**config.mk**
```make
export PLATFORM = sky130hd
export DESIGN_NAME = estagio_writeback_mem_flat
export DESIGN_NICKNAME = d
export VERILOG_FILES = /design/src/rtl/estagio_writeback_mem_if.sv /design/src/rtl/estagio_writeback_mem.sv /design/src/flat_wrapper.sv
export SDC_FILE = /design/constraint.sdc
export NUM_CORES = 1
export LEC_CHECK = 0
export CAP_MARGIN = 20
export CORE_UTILIZATION = 43
export CTS_CLUSTER_SIZE = 10
export DETAILED_ROUTE_END_ITERATION = 16
export MAX_ROUTING_LAYER = met4
export PLACE_DENSITY = 0.83
export SLEW_MARGIN = 25
export SYNTH_ARGS = -nofsm -noshare
export SYNTH_HDL_FRONTEND = slang
export SYNTH_SLANG_ARGS = --single-unit
```
**constraint.sdc**
```tcl
create_clock -name clock -period 2.7 [get_ports clock]
set_input_delay 0.54 -clock clock [delete_from_list [all_inputs] [get_ports clock]]
set_output_delay 0.54 -clock clock [all_outputs]
set_load 0.03 [all_outputs]
```
**src/rtl/estagio_writeback_mem_if.sv**
```systemverilog
// Bus between the memory-access stage, the writeback stage and the register-file
// write port.
// Optional macro ESTAGIO_WB_BYPASS_EN adds the combinational forwarding signals.
interface estagio_writeback_mem_if #(
    parameter int DATA_WIDTH     = 32,
    parameter int REG_ADDR_WIDTH = 5
);
    logic                      entrada_valida;
    logic                      pronto;
    logic                      stall;
    logic                      flush;
    logic [1:0]                sel_fonte;
    logic [1:0]                tamanho_load;
    logic                      load_sem_sinal;
    logic [1:0]                endereco_baixo;
    logic [DATA_WIDTH-1:0]     dado_lido_mem;
    logic                      mem_valido;
    logic [DATA_WIDTH-1:0]     resultado_ula;
    logic [DATA_WIDTH-1:0]     pc_mais_4;
    logic [DATA_WIDTH-1:0]     imediato;
    logic [REG_ADDR_WIDTH-1:0] reg_destino_in;
    logic [DATA_WIDTH-1:0]     dado_escrita;
    logic [REG_ADDR_WIDTH-1:0] reg_destino;
    logic                      escrita_valida;
`ifdef ESTAGIO_WB_BYPASS_EN
    logic [DATA_WIDTH-1:0]     bypass_dado;
    logic [REG_ADDR_WIDTH-1:0] bypass_reg;
    logic                      bypass_valido;
`endif

    // Upstream / environment side
    modport master (
        output entrada_valida, stall, flush, sel_fonte, tamanho_load, load_sem_sinal,
               endereco_baixo, dado_lido_mem, mem_valido, resultado_ula, pc_mais_4,
               imediato, reg_destino_in,
`ifdef ESTAGIO_WB_BYPASS_EN
        input  bypass_dado, bypass_reg, bypass_valido,
`endif
        input  pronto, dado_escrita, reg_destino, escrita_valida
    );

    // Writeback stage side
    modport slave (
        input  entrada_valida, stall, flush, sel_fonte, tamanho_load, load_sem_sinal,
               endereco_baixo, dado_lido_mem, mem_valido, resultado_ula, pc_mais_4,
               imediato, reg_destino_in,
`ifdef ESTAGIO_WB_BYPASS_EN
        output bypass_dado, bypass_reg, bypass_valido,
`endif
        output pronto, dado_escrita, reg_destino, escrita_valida
    );
endinterface

```
**src/rtl/estagio_writeback_mem.sv**
```systemverilog
// Writeback stage: selects ULA / MEM / PC+4 / IMED, extracts and extends sub-word
// loads, and registers the register-file write. A load whose data has not yet
// returned parks the stage in ESPERA_MEM until mem_valido arrives.
// Optional macro ESTAGIO_WB_BYPASS_EN exposes the next-edge write for forwarding.
module estagio_writeback_mem #(
    parameter int DATA_WIDTH     = 32,
    parameter int REG_ADDR_WIDTH = 5
) (
    input  logic                    clock,
    input  logic                    reset,
    estagio_writeback_mem_if.slave  bus
);
    localparam logic [0:0] OCIOSO     = 1'b0;
    localparam logic [0:0] ESPERA_MEM = 1'b1;

    localparam logic [1:0] SEL_ULA  = 2'b00;
    localparam logic [1:0] SEL_MEM  = 2'b01;
    localparam logic [1:0] SEL_PC4  = 2'b10;

    // Picks the byte/half/word lane from the low 32 bits and extends it.
    function automatic logic [DATA_WIDTH-1:0] extrair(
        input logic [DATA_WIDTH-1:0] dado,
        input logic [1:0]            tamanho,
        input logic                  sem_sinal,
        input logic [1:0]            endereco
    );
        logic signed [7:0]  v_byte;
        logic signed [15:0] v_half;
        logic signed [31:0] v_word;
        logic [DATA_WIDTH-1:0] v_res;
        v_word = dado[31:0];
        case (endereco)
            2'd0:    v_byte = v_word[7:0];
            2'd1:    v_byte = v_word[15:8];
            2'd2:    v_byte = v_word[23:16];
            default: v_byte = v_word[31:24];
        endcase
        v_half = endereco[1] ? v_word[31:16] : v_word[15:0];
        case (tamanho)
            2'b00:   v_res = sem_sinal ? DATA_WIDTH'($unsigned(v_byte)) : DATA_WIDTH'(v_byte);
            2'b01:   v_res = sem_sinal ? DATA_WIDTH'($unsigned(v_half)) : DATA_WIDTH'(v_half);
            default: v_res = sem_sinal ? DATA_WIDTH'($unsigned(v_word)) : DATA_WIDTH'(v_word);
        endcase
        return v_res;
    endfunction

    logic [0:0]                r_estado;
    logic [REG_ADDR_WIDTH-1:0] r_rd_cap;
    logic [1:0]                r_tam_cap;
    logic                      r_sem_sinal_cap;
    logic [1:0]                r_end_cap;
    logic [DATA_WIDTH-1:0]     r_dado;
    logic [REG_ADDR_WIDTH-1:0] r_rd;
    logic                      r_valida;

    logic                      w_aceita;
    logic                      w_mem_pronta;
    logic                      w_conclui_espera;
    logic                      w_grava;
    logic                      w_inicia_espera;
    logic [DATA_WIDTH-1:0]     w_fonte;
    logic [DATA_WIDTH-1:0]     w_prox_dado;
    logic [REG_ADDR_WIDTH-1:0] w_prox_rd;
    logic                      w_prox_valida;

    assign w_aceita         = (r_estado == OCIOSO) && bus.entrada_valida && !bus.stall && !bus.flush;
    assign w_mem_pronta     = (bus.sel_fonte != SEL_MEM) || bus.mem_valido;
    assign w_conclui_espera = (r_estado == ESPERA_MEM) && bus.mem_valido && !bus.stall && !bus.flush;
    assign w_grava          = (w_aceita && w_mem_pronta) || w_conclui_espera;
    assign w_inicia_espera  = w_aceita && !w_mem_pronta;

    // Source mux for a freshly accepted instruction.
    always_comb begin
        w_fonte = bus.imediato;
        case (bus.sel_fonte)
            SEL_ULA: w_fonte = bus.resultado_ula;
            SEL_MEM: w_fonte = extrair(bus.dado_lido_mem, bus.tamanho_load,
                                       bus.load_sem_sinal, bus.endereco_baixo);
            SEL_PC4: w_fonte = bus.pc_mais_4;
            default: w_fonte = bus.imediato;
        endcase
    end

    // Value and index that the next edge would write; a completing wait uses the captured fields.
    always_comb begin
        w_prox_dado = w_fonte;
        w_prox_rd   = bus.reg_destino_in;
        if (w_conclui_espera) begin
            w_prox_dado = extrair(bus.dado_lido_mem, r_tam_cap, r_sem_sinal_cap, r_end_cap);
            w_prox_rd   = r_rd_cap;
        end
        w_prox_valida = w_grava && (w_prox_rd != '0);
    end

    // State, captured load fields and writeback registers; flush beats stall.
    always_ff @(posedge clock) begin
        if (reset) begin
            r_estado        <= OCIOSO;
            r_rd_cap        <= '0;
            r_tam_cap       <= '0;
            r_sem_sinal_cap <= 1'b0;
            r_end_cap       <= '0;
            r_dado          <= '0;
            r_rd            <= '0;
            r_valida        <= 1'b0;
        end else if (bus.flush) begin
            r_estado <= OCIOSO;
            r_valida <= 1'b0;
        end else if (!bus.stall) begin
            r_valida <= w_prox_valida;
            if (w_grava) begin
                r_dado <= w_prox_dado;
                r_rd   <= w_prox_rd;
            end
            if (w_inicia_espera) begin
                r_estado        <= ESPERA_MEM;
                r_rd_cap        <= bus.reg_destino_in;
                r_tam_cap       <= bus.tamanho_load;
                r_sem_sinal_cap <= bus.load_sem_sinal;
                r_end_cap       <= bus.endereco_baixo;
            end else if (w_conclui_espera) begin
                r_estado <= OCIOSO;
            end
        end
    end

    assign bus.pronto         = (r_estado == OCIOSO) && !bus.stall;
    assign bus.dado_escrita   = r_dado;
    assign bus.reg_destino    = r_rd;
    assign bus.escrita_valida = r_valida;

`ifdef ESTAGIO_WB_BYPASS_EN
    assign bus.bypass_dado   = w_prox_dado;
    assign bus.bypass_reg    = w_prox_rd;
    assign bus.bypass_valido = w_prox_valida && !reset;
`endif

endmodule

```
**src/flat_wrapper.sv**
```systemverilog
// flat-port wrapper written by rule: the top's interface ports become plain ports
module estagio_writeback_mem_flat 
#(
    parameter int DATA_WIDTH     = 32,
    parameter int REG_ADDR_WIDTH = 5
)
  (clock, reset, bus_entrada_valida, bus_stall, bus_flush, bus_sel_fonte, bus_tamanho_load, bus_load_sem_sinal, bus_endereco_baixo, bus_dado_lido_mem, bus_mem_valido, bus_resultado_ula, bus_pc_mais_4, bus_imediato, bus_reg_destino_in, bus_pronto, bus_dado_escrita, bus_reg_destino, bus_escrita_valida);
  estagio_writeback_mem_if #(.DATA_WIDTH(DATA_WIDTH), .REG_ADDR_WIDTH(REG_ADDR_WIDTH)) bus_i ();
  input  logic clock;
  input  logic reset;
  input wire logic [$bits(bus_i.entrada_valida)-1:0] bus_entrada_valida;
  input wire logic [$bits(bus_i.stall)-1:0] bus_stall;
  input wire logic [$bits(bus_i.flush)-1:0] bus_flush;
  input wire logic [$bits(bus_i.sel_fonte)-1:0] bus_sel_fonte;
  input wire logic [$bits(bus_i.tamanho_load)-1:0] bus_tamanho_load;
  input wire logic [$bits(bus_i.load_sem_sinal)-1:0] bus_load_sem_sinal;
  input wire logic [$bits(bus_i.endereco_baixo)-1:0] bus_endereco_baixo;
  input wire logic [$bits(bus_i.dado_lido_mem)-1:0] bus_dado_lido_mem;
  input wire logic [$bits(bus_i.mem_valido)-1:0] bus_mem_valido;
  input wire logic [$bits(bus_i.resultado_ula)-1:0] bus_resultado_ula;
  input wire logic [$bits(bus_i.pc_mais_4)-1:0] bus_pc_mais_4;
  input wire logic [$bits(bus_i.imediato)-1:0] bus_imediato;
  input wire logic [$bits(bus_i.reg_destino_in)-1:0] bus_reg_destino_in;
  output wire logic [$bits(bus_i.pronto)-1:0] bus_pronto;
  output wire logic [$bits(bus_i.dado_escrita)-1:0] bus_dado_escrita;
  output wire logic [$bits(bus_i.reg_destino)-1:0] bus_reg_destino;
  output wire logic [$bits(bus_i.escrita_valida)-1:0] bus_escrita_valida;
  assign bus_i.entrada_valida = bus_entrada_valida;
  assign bus_i.stall = bus_stall;
  assign bus_i.flush = bus_flush;
  assign bus_i.sel_fonte = bus_sel_fonte;
  assign bus_i.tamanho_load = bus_tamanho_load;
  assign bus_i.load_sem_sinal = bus_load_sem_sinal;
  assign bus_i.endereco_baixo = bus_endereco_baixo;
  assign bus_i.dado_lido_mem = bus_dado_lido_mem;
  assign bus_i.mem_valido = bus_mem_valido;
  assign bus_i.resultado_ula = bus_resultado_ula;
  assign bus_i.pc_mais_4 = bus_pc_mais_4;
  assign bus_i.imediato = bus_imediato;
  assign bus_i.reg_destino_in = bus_reg_destino_in;
  assign bus_pronto = bus_i.pronto;
  assign bus_dado_escrita = bus_i.dado_escrita;
  assign bus_reg_destino = bus_i.reg_destino;
  assign bus_escrita_valida = bus_i.escrita_valida;
  estagio_writeback_mem #(.DATA_WIDTH(DATA_WIDTH), .REG_ADDR_WIDTH(REG_ADDR_WIDTH)) u_core (.clock(clock), .reset(reset), .bus(bus_i));
endmodule
```
; ---- Word level (Yosys, flattened, before mapping)
; Index checks and enable logic that the tools add are counted.
[word_totals]
wordCells = 61
inputBits = 146
reg_bits = 49
output_inout_bits = 39
[classes]
n_reduce_logical = 26
n_mux = 15
bitwise = 3
n_eq_ne = 9
[op_table]
columns = op, count
row1 = 2-to-1 mux 32 bit, 5
row2 = case mux 32 bit (2 select lines), 2
row3 = case mux 32 bit (3 select lines), 1
row4 = case mux 8 bit (3 select lines), 2
row5 = 2-to-1 mux 16 bit, 2
row6 = == test 2 x 1 -> 1 bit (second input constant), 5
row7 = logical AND 1 bit, 10
row8 = logical NOT 2 bit, 5
row9 = == test 2 bit (second input constant), 3
row10 = AND reduction 3 bit, 2
row11 = 2-to-1 mux 5 bit, 1
row12 = nonzero test 5 bit, 1
row13 = logical NOT 1 bit, 3
row14 = inverter 1 bit, 3
row15 = logical OR 1 bit, 2
row16 = 2-to-1 mux 1 bit, 2
row17 = != test 2 x 1 -> 1 bit (second input constant), 1
row18 = AND reduction 2 bit, 1
row19 = nonzero test 2 bit, 1
row20 = OR reduction 2 bit, 1

; ---- Depth between registers and ports, before layout
[depth]
depth_word = 7
mapped_depth = 9
depth_no_buf = 5

; ---- Worst setup path before layout
; No wires, ideal clock.
[synth_timing]
path_type = input to register
from = in bus_sel_fonte[0]
to = reg u_core.r_dado[16] (netlist: u_core.bus.dado_escrita[16])
arrival_ns = 1.939
stages = 6
t_required_ns = 2.583
slack_ns = 0.644
cell_sequence = buf_2 -> buf_1 -> mux2_2 -> a221oi_1 -> o21ai_0 -> a22o_1
[synth_between]
elab_chain_len = 5
word_cells_on_any_way = 10
[synth_lines]
columns = element, line
row1 = start: declaration, flat_wrapper.sv:14  ; input wire logic [$bits(bus_i.sel_fonte)-1:0] bus_sel_fonte;
row2 = != test 2 x 1 -> 1 bit, estagio_writeback_mem.sv:67  ; assign w_mem_pronta = (bus.sel_fonte != SEL_MEM) || bus.mem_valido;
row3 = logical OR 1 bit, estagio_writeback_mem.sv:67
row4 = logical AND 1 bit, estagio_writeback_mem.sv:69  ; assign w_grava = (w_aceita && w_mem_pronta) || w_conclui_espera;
row5 = logical OR 1 bit, estagio_writeback_mem.sv:69
row6 = AND reduction 3 bit (no source line), n/a
row7 = end signal: assignment, estagio_writeback_mem.sv:112  ; r_dado <= w_prox_dado;
row8 = end: declaration, estagio_writeback_mem.sv:52  ; logic [DATA_WIDTH-1:0] r_dado;
; Parallel ways exist; a longest one is shown, timed or not.
; A chain may end at the register's enable or synchronous reset.

; ---- Final worst setup path
[layout_timing]
from = in bus_stall
to = out bus_pronto
[layout_between]
elab_chain_len = 2
[layout_lines]
columns = element, line
row1 = start: declaration, flat_wrapper.sv:12  ; input wire logic [$bits(bus_i.stall)-1:0] bus_stall;
row2 = logical NOT 1 bit, estagio_writeback_mem.sv:127  ; assign bus.pronto = (r_estado == OCIOSO) && !bus.stall;
row3 = logical AND 1 bit, estagio_writeback_mem.sv:127
row4 = end: declaration, flat_wrapper.sv:24  ; output wire logic [$bits(bus_i.pronto)-1:0] bus_pronto;
; Every way passes these cells.

==> out/qor.yml <==
sta:
  hold_violations: 0
  fmaxAchievable_mhz: 412
  skew_ps: 9.66
  worst_pin_slew_ps: 936
  setup_viol: 0
  fin_crit_ps: 2430
  grt_setup_unrepaired: "no"
  post-route-period-util_pct: 89.8
  hold_ws_ps: 465
  finalMaxSlewViolations: 0
  slew_headroom_pct: 37.5
  setup-tns-final_ps: 0
power_and_ir_drop:
  combPwrFrac_pct: 35.4
  leakagePower_nw: 2.28
  sequentialPowerShare_pct: 37.0
  netSwitchingFraction_pct: 30.0
  total_power_w: 0.00205
  p_clk_share_pct: 27.5
  intPower_w: 0.00144
  ir_worst_vdd_v: 0.000226
  powerDensity_mw_per_mm2: 330
  p_switching_w: 0.000615
cells_and_area:
  fin_nets: 835
  post-route-util_pct: 67.5
  n_fill_cell: 793
  antenna_cells: 0
  area_growth_syn_to_layout_pct: 53.3
  fin_cells: 801
  drive_above_1_share_pct: 13.5
synthesis:
  synth_cell_types: 54
  netlist_area_mm2: 0.00405
  syn_avg_cell_area_um2: 7.82
  seq_area_frac_synth_pct: 24.2
  post-synth-top-area-fraction_pct: 24.2
  ys.flop_type: "dfxtp_1"
  synth_common_cells: "a21oi_1 (65), dfxtp_1 (49), nand2_1 (48)"
  syn_nets: 664
  synthTopCellsByArea: "dfxtp_1 (24%), a21oi_1 (8.0%), mux2_2 (7.8%), mux2i_1 (5.9%), a221oi_1 (4.5%)"
  synth.largest_area_cell: "dfxtp_1"
  yosysWarnings: 0
  yosys_register_bits: 49
  synth_edf_count: 0
  async_reset_ff_share_pct: 0
  synth_cells: 518
  yosysMostFrequentCell: "a21oi_1"
floorplan:
  die_area_mm2: 0.00981
  start_util_pct: 44.0
  io_pins: 185
  floorplan.die.height_um: 99.0
  fp.dieW_um: 99.0
  rows: 35
  core-area_mm2: 0.00920
clock_tree:
  post_cts_buffers: 0
  clk_pin_slew_ps: 90
  clock_sinks: 49
  cts_tree: "done"
  holdBufCountCts: 0
  clk_latency_ps: 310
  cts_buffers: 5
  clk_path_buf_depth: 2
  cts_resized: 0
  root_buffer: "clkbuf_8"
  htree_levels: 2
run:
  maxCapViolCount: 0
placement:
  io_buffers: 184
  place_inst: 793
  dp_hpwl_mm: 12.4
  gp_congestion: 0.921
grt:
  antenna_found_initial: 0
  first_global_vias: 5104
  grt_pass1_wl_mm: 26.2
  grt_overflow: 0
  grt_util_all_layers_pct: 34.5
  grt_max_degree: 43
setup_path:
  worstPathCellList: "clkdlybuf4s50_1 > nor2_1 > clkdlybuf4s50_1"
  cp-end-kind: "output pin"
  crit_top_cell: "clkdlybuf4s50_1"
  crit_required_ps: 2160
  crit_fanout: 6
  slowest_delay_ps: 680
  worst_ep_arrival_time_ps: 1890
  crit_family: "buffers and inverters"
  cp_slowest_cell: "clkdlybuf4s50_1"
  critPathBufInv: 2
  crit_type: "in2out"
  critPathLaunchType: "input pin"
drt:
  vias_per_cell: 6.54
  post_drt_wl_per_cell_um: 20.6
  ant_nets: 0
  first_pass_iters: 5
  drc: 0
  wl_mm: 16.5
  drt-initial-drc-count: 388
  num_vias: 5236
min_path:
  worstHoldPathType: "reg2reg"
run_status:
  run_status: "completed"
==> final cells by class <==
class / count / area [um2] / share of cell area (%)
well taps: 111 / 139 / 2.24
clock buffers: 6 / 82.6 / 1.33
multi-input cells: 414 / 2840 / 45.7
clock inverters: 2 / 37.5 / 0.605
inverters: 5 / 18.8 / 0.302
flip-flops and latches: 49 / 981 / 15.8
repair buffers: 214 / 2110 / 34.0
==> through the flow <==
step                      worst slack (ps)  cell area, um2
after floorplan                        644            4050
after global placement                 124            6090
after detailed placement             -3.94            6090
after CTS                              271            6210
after global routing                   157            6210
final                                  275            6210
==> layout by cell type (no fill, tap or decap), types with 4 or more instances in the layout <==
| cell type | instances |
|---|---|
| clkdlybuf4s50_1 | 183 |
| a21oi_1 | 65 |
| dfxtp_1 | 49 |
| nand2_1 | 48 |
| nor2_1 | 40 |
| o21ai_0 | 36 |
| mux2_2 | 28 |
| buf_4 | 26 |
| mux2i_1 | 24 |
| a221oi_1 | 21 |
| a22o_1 | 19 |
| nand3_1 | 11 |
| a22oi_1 | 11 |
| a221o_1 | 9 |
| o22ai_1 | 8 |
| nor2b_1 | 7 |
| a31oi_1 | 7 |
| o221a_2 | 7 |
| clkbuf_8 | 6 |
| inv_1 | 5 |
| mux4_2 | 5 |
| nand2b_1 | 5 |
| a31o_2 | 5 |
| o41ai_1 | 5 |
| nand4_1 | 5 |
| a311oi_1 | 5 |
| nor3_1 | 4 |
| and3_1 | 4 |
| buf_12 | 4 |
==> power groups by stage <==
| stage | Clock (W) | Sequential (W) | Combinational, W |
|---|---|---|---|
| floorplan | 0 | 0.000816 | 0.000284 |
| global placement | 0 | 0.000775 | 0.000700 |
| detailed placement | 0 | 0.000776 | 0.000711 |
| CTS | 0.000574 | 0.000759 | 0.000715 |
| global route | 0.000600 | 0.000762 | 0.000768 |
| finish | 0.000565 | 0.000760 | 0.000726 |
==> routing by layer <==
layer	GRT usage, %	vias to the layer above	wire [um]
met5	-	-	0
met4	14.1	0	595
met3	4.61	50	1340
met2	55.4	305	7770
met1	43.8	2530	6770
li1	-	2351	-
==> path summary, 6_finish.rpt <==
check	startpoint	endpoint	slack [ps]	cells past startpoint
setup / recovery	bus_stall	bus_pronto	270	3
hold / removal	u_core.bus.escrita_valida	u_core.bus.escrita_valida	460	2
setup reg to reg	u_core.r_end_cap[1]	u_core.bus.dado_escrita[23]	590	5
hold reg to reg	u_core.bus.escrita_valida	u_core.bus.escrita_valida	460	2
==> worst register-to-register path: cells and delay by family, from the launching register on <==
kind / cells / cell delay, ps
DFF: 1 / 540
muxes: 2 / 710
AOI/OAI and AO/OA: 3 / 760
==> flip-flops by register name, summed over array words and instances, names as in the netlist <==
signal / flops
u_core.bus.reg_destino: 5
u_core.r_sem_sinal_cap: 1
u_core.bus.escrita_valida: 1
u_core.r_tam_cap: 2
u_core.r_end_cap: 2
u_core.r_rd_cap: 5
u_core.r_estado: 1
u_core.bus.dado_escrita: 32
==> cell families after synthesis <==
family	count (synthesis)	synth area share, %
compound gates	221	37.9
buf+inv	55	5.90
flops	49	24.2
mux	57	16.5
simple gates	136	15.5
Note: power is estimated with default switching activity, not from simulation.
